### src/rtl/hssl_handshake.sv
// hssl_handshake: HSSL link handshake engine between the GT 32-bit user ports and the event pipelines.
// Define HSSL_HS_CNT_EN to add the saturating hs_restart_cnt_out / rx_err_cnt_out diagnostic counters.

module hssl_handshake #(
  parameter logic [7:0]  PROTO_VERSION = 8'h01,
  parameter int unsigned HS_PERIOD     = 64,
  parameter int unsigned HS_TIMEOUT    = 4096
) (
  input  logic        clk_in,
  input  logic        reset_n_in,
  output logic [31:0] tx_data_out,
  output logic [3:0]  tx_charisk_out,
  input  logic [31:0] rx_data_in,
  input  logic [3:0]  rx_charisk_in,
  input  logic [3:0]  rx_disperr_in,
  input  logic [3:0]  rx_encerr_in,
  input  logic        rx_reset_done_in,
  input  logic [31:0] tx_data_in,
  input  logic        tx_vld_in,
  output logic        tx_rdy_out,
  output logic [31:0] rx_data_out,
  output logic        rx_vld_out,
`ifdef HSSL_HS_CNT_EN
  output logic [15:0] hs_restart_cnt_out,
  output logic [15:0] rx_err_cnt_out,
`endif
  output logic        handshake_complete_out,
  output logic        version_err_out
);

  localparam logic [31:0] IDLE_WORD = 32'hC5C5_C5BC;
  localparam logic [3:0]  K_BYTE0   = 4'b0001;
  localparam logic [3:0]  K_NONE    = 4'b0000;
  localparam int unsigned CW        = $clog2(HS_PERIOD);
  localparam int unsigned TW        = $clog2(HS_TIMEOUT + 1);
  localparam logic [CW-1:0] CNT_LAST = CW'(HS_PERIOD - 1);
  localparam logic [TW-1:0] TO_LAST  = TW'(HS_TIMEOUT - 1);

  typedef enum logic [1:0] {
    ST_HS_SEND  = 2'd0,
    ST_HS_ACK   = 2'd1,
    ST_COMPLETE = 2'd2
  } state_e;

  function automatic logic [31:0] hs_word(input logic ack);
    return {7'b0, ack, PROTO_VERSION, 8'hA5, 8'hBC};
  endfunction

  state_e          state_q, state_d;
  logic [CW-1:0]   per_cnt_q, per_cnt_d;
  logic [TW-1:0]   to_cnt_q, to_cnt_d;
  logic            reply_q, reply_d;
  logic [31:0]     tx_data_q, tx_data_d;
  logic [3:0]      tx_k_q, tx_k_d;
  logic [31:0]     rx_data_q, rx_data_d;
  logic            rx_vld_q, rx_vld_d;
  logic            complete_q, complete_d;
  logic            ver_err_q, ver_err_d;

  logic rx_err, rx_ctrl, rx_hs, rx_hs_match, rx_hs_badver, rx_data_word, rx_ack;
  logic tx_accept;

  // Error words win over everything else, so a corrupted handshake word never counts as one.
  assign rx_err       = |(rx_disperr_in | rx_encerr_in);
  assign rx_ctrl      = (rx_charisk_in == K_BYTE0) && (rx_data_in[7:0] == 8'hBC);
  assign rx_hs        = rx_ctrl && (rx_data_in[15:8] == 8'hA5) && !rx_err;
  assign rx_hs_match  = rx_hs && (rx_data_in[23:16] == PROTO_VERSION);
  assign rx_hs_badver = rx_hs && (rx_data_in[23:16] != PROTO_VERSION);
  assign rx_ack       = rx_data_in[24];
  assign rx_data_word = (rx_charisk_in == K_NONE) && !rx_err;

  assign tx_rdy_out = (state_q == ST_COMPLETE) && !reply_q;
  assign tx_accept  = tx_vld_in && tx_rdy_out;

  always_comb begin
    state_d = state_q;
    case (state_q)
      ST_HS_SEND: begin
        if (rx_hs_match) state_d = ST_HS_ACK;
      end
      ST_HS_ACK: begin
        if (rx_hs_match && rx_ack)   state_d = ST_COMPLETE;
        else if (to_cnt_q == TO_LAST) state_d = ST_HS_SEND;
      end
      ST_COMPLETE: begin
        if (rx_err)                       state_d = ST_HS_SEND;
        else if (rx_hs_match && !rx_ack)  state_d = ST_HS_ACK;
      end
      default: state_d = ST_HS_SEND;
    endcase
    if (!rx_reset_done_in) state_d = ST_HS_SEND;
  end

  // Both counters restart on any state change so the first HS word leaves one cycle after entry.
  always_comb begin
    per_cnt_d = '0;
    to_cnt_d  = '0;
    if (state_d == state_q) begin
      per_cnt_d = (per_cnt_q == CNT_LAST) ? '0 : per_cnt_q + CW'(1);
      if (state_q == ST_HS_ACK) to_cnt_d = to_cnt_q + TW'(1);
    end
  end

  always_comb begin
    reply_d = reply_q;
    if (state_q == ST_COMPLETE) begin
      if (reply_q) reply_d = 1'b0;
      if (rx_hs_match && rx_ack) reply_d = 1'b1;
    end
    if (state_d != ST_COMPLETE) reply_d = 1'b0;
  end

  always_comb begin
    tx_data_d = IDLE_WORD;
    tx_k_d    = K_BYTE0;
    case (state_q)
      ST_HS_SEND: begin
        if (per_cnt_q == '0) tx_data_d = hs_word(1'b0);
      end
      ST_HS_ACK: begin
        if (per_cnt_q == '0) tx_data_d = hs_word(1'b1);
      end
      ST_COMPLETE: begin
        if (reply_q) begin
          tx_data_d = hs_word(1'b1);
        end else if (tx_accept) begin
          tx_data_d = tx_data_in;
          tx_k_d    = K_NONE;
        end
      end
      default: ;
    endcase
  end

  always_comb begin
    rx_vld_d   = (state_q == ST_COMPLETE) && rx_data_word;
    rx_data_d  = rx_vld_d ? rx_data_in : rx_data_q;
    complete_d = (state_d == ST_COMPLETE);
    ver_err_d  = ver_err_q;
    if (rx_hs_match)       ver_err_d = 1'b0;
    else if (rx_hs_badver) ver_err_d = 1'b1;
  end

  always_ff @(posedge clk_in or negedge reset_n_in) begin
    if (!reset_n_in) begin
      state_q    <= ST_HS_SEND;
      per_cnt_q  <= '0;
      to_cnt_q   <= '0;
      reply_q    <= 1'b0;
      tx_data_q  <= IDLE_WORD;
      tx_k_q     <= K_BYTE0;
      rx_data_q  <= '0;
      rx_vld_q   <= 1'b0;
      complete_q <= 1'b0;
      ver_err_q  <= 1'b0;
    end else begin
      state_q    <= state_d;
      per_cnt_q  <= per_cnt_d;
      to_cnt_q   <= to_cnt_d;
      reply_q    <= reply_d;
      tx_data_q  <= tx_data_d;
      tx_k_q     <= tx_k_d;
      rx_data_q  <= rx_data_d;
      rx_vld_q   <= rx_vld_d;
      complete_q <= complete_d;
      ver_err_q  <= ver_err_d;
    end
  end

  assign tx_data_out            = tx_data_q;
  assign tx_charisk_out         = tx_k_q;
  assign rx_data_out            = rx_data_q;
  assign rx_vld_out             = rx_vld_q;
  assign handshake_complete_out = complete_q;
  assign version_err_out        = ver_err_q;

`ifdef HSSL_HS_CNT_EN
  logic [15:0] restart_cnt_q, restart_cnt_d;
  logic [15:0] err_cnt_q, err_cnt_d;

  always_comb begin
    restart_cnt_d = restart_cnt_q;
    err_cnt_d     = err_cnt_q;
    if ((state_q != ST_HS_SEND) && (state_d == ST_HS_SEND) && (restart_cnt_q != 16'hFFFF))
      restart_cnt_d = restart_cnt_q + 16'd1;
    if ((state_q == ST_COMPLETE) && rx_err && (err_cnt_q != 16'hFFFF))
      err_cnt_d = err_cnt_q + 16'd1;
  end

  always_ff @(posedge clk_in or negedge reset_n_in) begin
    if (!reset_n_in) begin
      restart_cnt_q <= '0;
      err_cnt_q     <= '0;
    end else begin
      restart_cnt_q <= restart_cnt_d;
      err_cnt_q     <= err_cnt_d;
    end
  end

  assign hs_restart_cnt_out = restart_cnt_q;
  assign rx_err_cnt_out     = err_cnt_q;
`endif

endmodule
### config.mk
export PLATFORM = sky130hd
export DESIGN_NAME = hssl_handshake
export DESIGN_NICKNAME = d
export VERILOG_FILES = /design/src/rtl/hssl_handshake.sv
export SDC_FILE = /design/constraint.sdc
export NUM_CORES = 1
export LEC_CHECK = 0
export CAP_MARGIN = 25
export CORE_AREA = 4 4 97 99
export CTS_BUF_LIST = sky130_fd_sc_hd__clkbuf_8
export DETAILED_ROUTE_END_ITERATION = 12
export DIE_AREA = 0 0 101 103
export PLACE_DENSITY_LB_ADDON = 0.08
export SLEW_MARGIN = 20
export SYNTH_ARGS = -nofsm -noshare
export SYNTH_HDL_FRONTEND = slang
export SYNTH_SLANG_ARGS = --single-unit
### constraint.sdc
create_clock -name clk_in -period 2.5 [get_ports clk_in]
set_clock_uncertainty 0.2 [all_clocks]
set_input_delay 0.5 -clock clk_in [delete_from_list [all_inputs] [get_ports clk_in]]
set_output_delay 0.5 -clock clk_in [all_outputs]
set_load 0.1 [all_outputs]
Yosys cells after proc, flatten, opt, wreduce, memory -nomap -nowiden
Index checks and enable logic that the tools add are counted.
{ "totals": {"regBits": 93, "word_cells": 69, "output_inout_bits": 72} }
{ "op_classes": {"n_addsub": 2, "n_reduce_logical": 20, "n_eq_ne": 12, "bitwise": 1, "n_mux": 24} }
{ "op_table": {"columns": ["op", "n"], "rows": [
  ["$mux W32", 4],
  ["$pmux W32 S3", 1],
  ["$mux W13", 2],
  ["$eq A8 B8 Y1 const B", 2],
  ["$add A13 B1 Y13 const B", 1],
  ["$eq A13 B12 Y1 const B", 1],
  ["$mux W2", 6],
  ["$mux W6", 2],
  ["$logic_and A1 B1 Y1", 11],
  ["$eq A8 B1 Y1 const B", 1],
  ["$mux W1", 8],
  ["$ne A8 B1 Y1 const B", 1],
  ["$add A6 B1 Y6 const B", 1],
  ["$eq A6 B6 Y1 const B", 1],
  ["$logic_not A6 Y1", 1],
  ["$pmux W2 S3", 1],
  ["$eq A2 B2 Y1 const B", 2],
  ["$eq A4 B1 Y1 const B", 1],
  ["$logic_not A4 Y1", 1],
  ["$or A4 B4 Y4", 1],
  ["$reduce_bool A2 Y1", 2],
  ["$reduce_or A4 Y1", 1],
  ["$logic_not A1 Y1", 3],
  ["$eq A2 B1 Y1 const B", 1],
  ["other kinds (3)", 3]
]} }

Logic depth before layout (Yosys ltp)
{ "depth": {"ltp_word": 12, "depth_mapped": 8, "ltp_nobuf": 6} }

Least setup slack after synthesis
No wires, ideal clock.
{ "synth_path": {"path_kind": "reg2out", "from": "register state_q[0]", "to": "output port tx_rdy_out", "stages_incl_launch_ff": 5, "arrival_ps": 1834, "setup_slack_ps": -34, "n_path_buf": 1, "path_cell_list": "dfrtp_1 > nor2b_1 > nand2b_1 > inv_1 > clkbuf_1"} }
{ "synth_between": {"elab_chain_cells": 2} }
{ "synth_lines": {"columns": ["item", "line_no", "text"], "rows": [
  ["start, declared", "49", "state_e state_q, state_d;"],
  ["start signal, assigned", "157", "state_q <= state_d;"],
  ["$eq A2 B2 Y1", "72", "assign tx_rdy_out = (state_q == ST_COMPLETE) && !reply_q;"],
  ["$logic_and A1 B1 Y1", "72", null],
  ["end, declared", "20", "output logic tx_rdy_out,"]
]} }
No other way between the ends.

Worst setup path in the final report
{ "layout_path": {"from": "input port rx_charisk_in[1]", "to": "register per_cnt_q[0]"} }
{ "layout_between": {"elab_chain_cells": 12, "word_cells_on_any_way": 15, "cone_classes": "eq/ne: 2; mux: 7; reduce/logical: 6"} }
{ "layout_lines": {"columns": ["item", "line_no", "text"], "rows": [
  ["start, declared", "14", "input logic [3:0] rx_charisk_in,"],
  ["$eq A4 B1 Y1 *", "65", "assign rx_ctrl = (rx_charisk_in == K_BYTE0) && (rx_data_in[7:0] == 8'hBC);"],
  ["$logic_and A1 B1 Y1 *", "65", null],
  ["$logic_and A1 B1 Y1 * (2 in series)", "66", "assign rx_hs = rx_ctrl && (rx_data_in[15:8] == 8'hA5) && !rx_err;"],
  ["$logic_and A1 B1 Y1 *", "67", "assign rx_hs_match = rx_hs && (rx_data_in[23:16] == PROTO_VERSION);"],
  ["$logic_and A1 B1 Y1", "87", "else if (rx_hs_match && !rx_ack) state_d = ST_HS_ACK;"],
  ["$mux W2", "87", null],
  ["$mux W2", "86", "if (rx_err) state_d = ST_HS_SEND;"],
  ["$pmux W2 S3 *", "77", "case (state_q)"],
  ["$mux W2 *", "91", "if (!rx_reset_done_in) state_d = ST_HS_SEND;"],
  ["$eq A2 B2 Y1 *", "98", "if (state_d == state_q) begin"],
  ["$mux W6 *", "98", null],
  ["via per_cnt_d[0]", "50", "logic [CW-1:0] per_cnt_q, per_cnt_d;"],
  ["end signal, assigned", "158", "per_cnt_q <= per_cnt_d;"],
  ["end, declared", "50", null]
]} }
The timed path passes the listed nets; every way through them passes the cells marked *.
A chain may end at the register's enable or synchronous reset.

==> impl_results.md <==
- Antenna violations before repair: 0
- Final Wtd Congestion: between 0.7 and 0.8
- Data required time of the worst path: 2.52 ns
- Row cnt: 34
- Top_reg_cell synth: dfrtp_1
- Power Total: 2.682 mW
- Worst min-delay path class: flop to flop
- Worst reg2reg setup slack: about 0.5 ns
- Clk slew on worst S/H paths: 0.08 ns
- Hold Path Origin: to_cnt_q[0]$_DFF_PN0_
- Dpl ws: -0.4120 ns
- Worst hold endpoint: to_cnt_q[0]$_DFF_PN0_
- Avg Inst Size Synth: approximately 13 um^2
- Die height: around 100 um
- Antenna diodes: 0
- RSZ-0062 raised after global routing: no
- Ratio of cells with drive above 1 in the final layout: roughly a third
- Post-synth ARST share: 100.0%
- DP HPWL: 6696 um
- Die width: 101 um
- GRT busiest layer: met2
- Initial DRC count: 84
- Post-Syn Instances: 289
- Routing usage on met1: between 20% and 30%
- Reg-to-reg critical path startpoint: state_q[1]$_DFF_PN0_
- TritonCTS clock tree: yes
- Setup violators final: 0
- Routed len/inst: ~16 um
- Core Footprint: around 8600 um^2
- Routed wire length: ~9000 um
- Mean number of vias per cell: roughly 4.9
- Post-Synth Adder-Cell Area: 0.9898%
- Vias in the first global route: a little under 3k
- CTS max path bufs: 2
- Most common cell after layout, fill and taps aside: buf_4
- Yosys warns: 0
- Number of buffers created by CTS: 9
- Synth Area in Compound Gates: between 4 and 5%
- Hold Slack: roughly 0.29 ns
- Area growth syn-to-layout: 47.25%
- Clock latency on the worst-skew pair: around 0.34 ns
- Final hold vios: 0
- Post-synthesis mux area share: 11.88%
- Worst setup margin: between 0.1 and 0.15 ns
- First-pass GRT wire length: ~14000 um
- GRT Overall Usage: 17.45%
- Post-synthesis register bit count: 90
- Critical Path End Type: flop
- Non-Filler Instances: 572
- Placed insts: approximately 550
- H-tree levels: 3
- Ports: ~150
- Fin util: 65.31%
- Met2 GRT Util: approximately 28%
- First-pass iteration count of the detailed router: 5
- Clk sinks: 90
- Setup CP Type: primary input to flop
- FMAX: 0.4230 GHz
- I/O Buffers: 148
- Outcome: finished clean
- Critical Path Source Type: primary input
- Final Cycle Share: between 90% and 100%
- Worst Hold Depth: 1
- XOR/XNOR Fraction of Synth Area: under 10%
- Clock Root Buffer: clkbuf_8
- Distinct cells, synth: 42
- Final min period: 2.364 ns
- Gr ovfl total: 0
- Power density over the cells: 480.3 nW/um^2
- MaxCap Viol Count: 0
- Main combinational cell family by area after synthesis: simple AND/OR/NAND/NOR gates
- Pins Over Slew Limit: 0
- Simple-gate share of the synthesized area: 15.64%
- Grt met3 use: about 4.5%
- Largest net degree at the start of global routing: 55
- Arr. time, crit path: between 2 and 2.5 ns
- Post-route cell area: approximately 5600 um^2
- VDD IR-drop max: between 0.0003 and 0.0004 V
- Die area: between 10000 and 15000 um^2
- Leak: 2.760 nW
- Reg2reg end: rx_data_out[7]$_DFFE_PN0P_
- # DRC: 0
- DP Area: 5351 um^2
- Synthesized area: between 3000 and 4000 um^2
- Sequential area share after synthesis: approximately 60%
- Reg2Reg Depth: 4
- Initial Utilization: between 40 and 50%
- Setup TNS: 0 ns
- Final #Nets: between 500 and 600
- Via Count: approximately 2.8k
- Final ANT Viol Nets: 0
- EDFF count, synth: 0
- Worst-path fanout max: 6
- Commonest cells after routing, fill and taps aside: 88 x buf_4, 78 x clkdlybuf4s50_1, 72 x dfrtp_1
[layer usage]
layer  part of all wire, %  wire (um)
met4                   1.5        136
met2                    46       4150
met1                    44       3991
met3                   8.0        720
met5                     0          0
[worst max path at each step]
stage	start	end	slack [ns]
floorplan	rx_charisk_in[1]	rx_data_out[0]$_DFFE_PN0P_	0.22
global placement	rx_encerr_in[2]	rx_data_out[23]$_DFFE_PN0P_	-0.36
detailed placement	rx_encerr_in[0]	rx_data_out[10]$_DFFE_PN0P_	-0.41
CTS	state_q[0]$_DFF_PN0_	tx_rdy_out	0.09
global route	rx_charisk_in[1]	per_cnt_q[0]$_DFF_PN0_	0.05
finish	rx_charisk_in[1]	per_cnt_q[0]$_DFF_PN0_	0.14
[synthesized netlist by cell type (4+ instances only)]
cell type,count,area (um^2)
mux2_4,27,405.4
mux2_2,4,45.04
dfrtp_1,72,1802
inv_1,9,33.78
dfstp_2,18,473.0
nand3_1,8,40.04
and4_1,5,43.79
xor2_1,7,61.31
and3_1,22,137.6
nand2_1,9,33.78
nor2_1,16,60.06
nor2b_1,9,56.30
a21oi_1,4,20.02
nand2b_1,11,68.82
clkbuf_1,6,22.52
buf_4,4,30.03
a211oi_1,7,52.55
o21ai_0,13,65.06
xnor2_1,7,61.31
[timing repair]
| item | CTS | global route |
|---|---|---|
| gates resized for setup | 1 | 0 |
| hold buffers | 1 | 0 |
| endpoints found under the hold margin | 36 | 0 |
| buffers inserted | 0 | 2 |
| setup endpoints to repair | 28 | 1 |
| cloned | 0 | 0 |
[sequential cells by signal (all words and copies together), names as in the netlist]
register                count
version_err_out             1
per_cnt_q                   6
rx_data_out                32
tx_charisk_out              1
rx_vld_out                  1
tx_data_out                32
handshake_complete_out      1
state_q                     2
to_cnt_q                   13
reply_q                     1
[layout make-up]
type | count | area, um^2
inverter | 9 | 33.78
clock buffer | 11 | 151.4
multi-input combinational | 178 | 1404
tap | 108 | 135.1
sequential | 90 | 2275
fill | 681 | 2967
timing repair buffer | 171 | 1531
clock inverter | 5 | 53.80
[critical path, stage by stage]
cell and delay (ns):
clkdlybuf4s50_1 0.39, or3_1 0.41, nor4_2 0.25, buf_4 0.17
nand4_1 0.21, o22ai_1 0.23, buf_4 0.16, a211oi_1 0.05
[where the power goes]
group | leakage [nW] | total [mW] | internal, mW | switching [mW]
Clock | 0.103 | 1.02 | 0.512 | 0.505
Combinational | 1.48 | 0.209 | 0.127 | 0.0825
Sequential | 1.18 | 1.46 | 1.46 | 0.0000522
[cell families (layout without fill, tap and decap cells)]
group / Yosys count / count (layout)
AND/OR/NAND/NOR: 97 / 97
flip-flops: 90 / 90
multiplexers: 31 / 31
AO/OA/AOI/OAI: 30 / 30
buffers and inverters: 23 / 196
XOR/XNOR: 14 / 14
adder cells (fa/ha/maj): 3 / 3
other: 1 / 3
No activity file was read; power rests on OpenSTA's default activity.
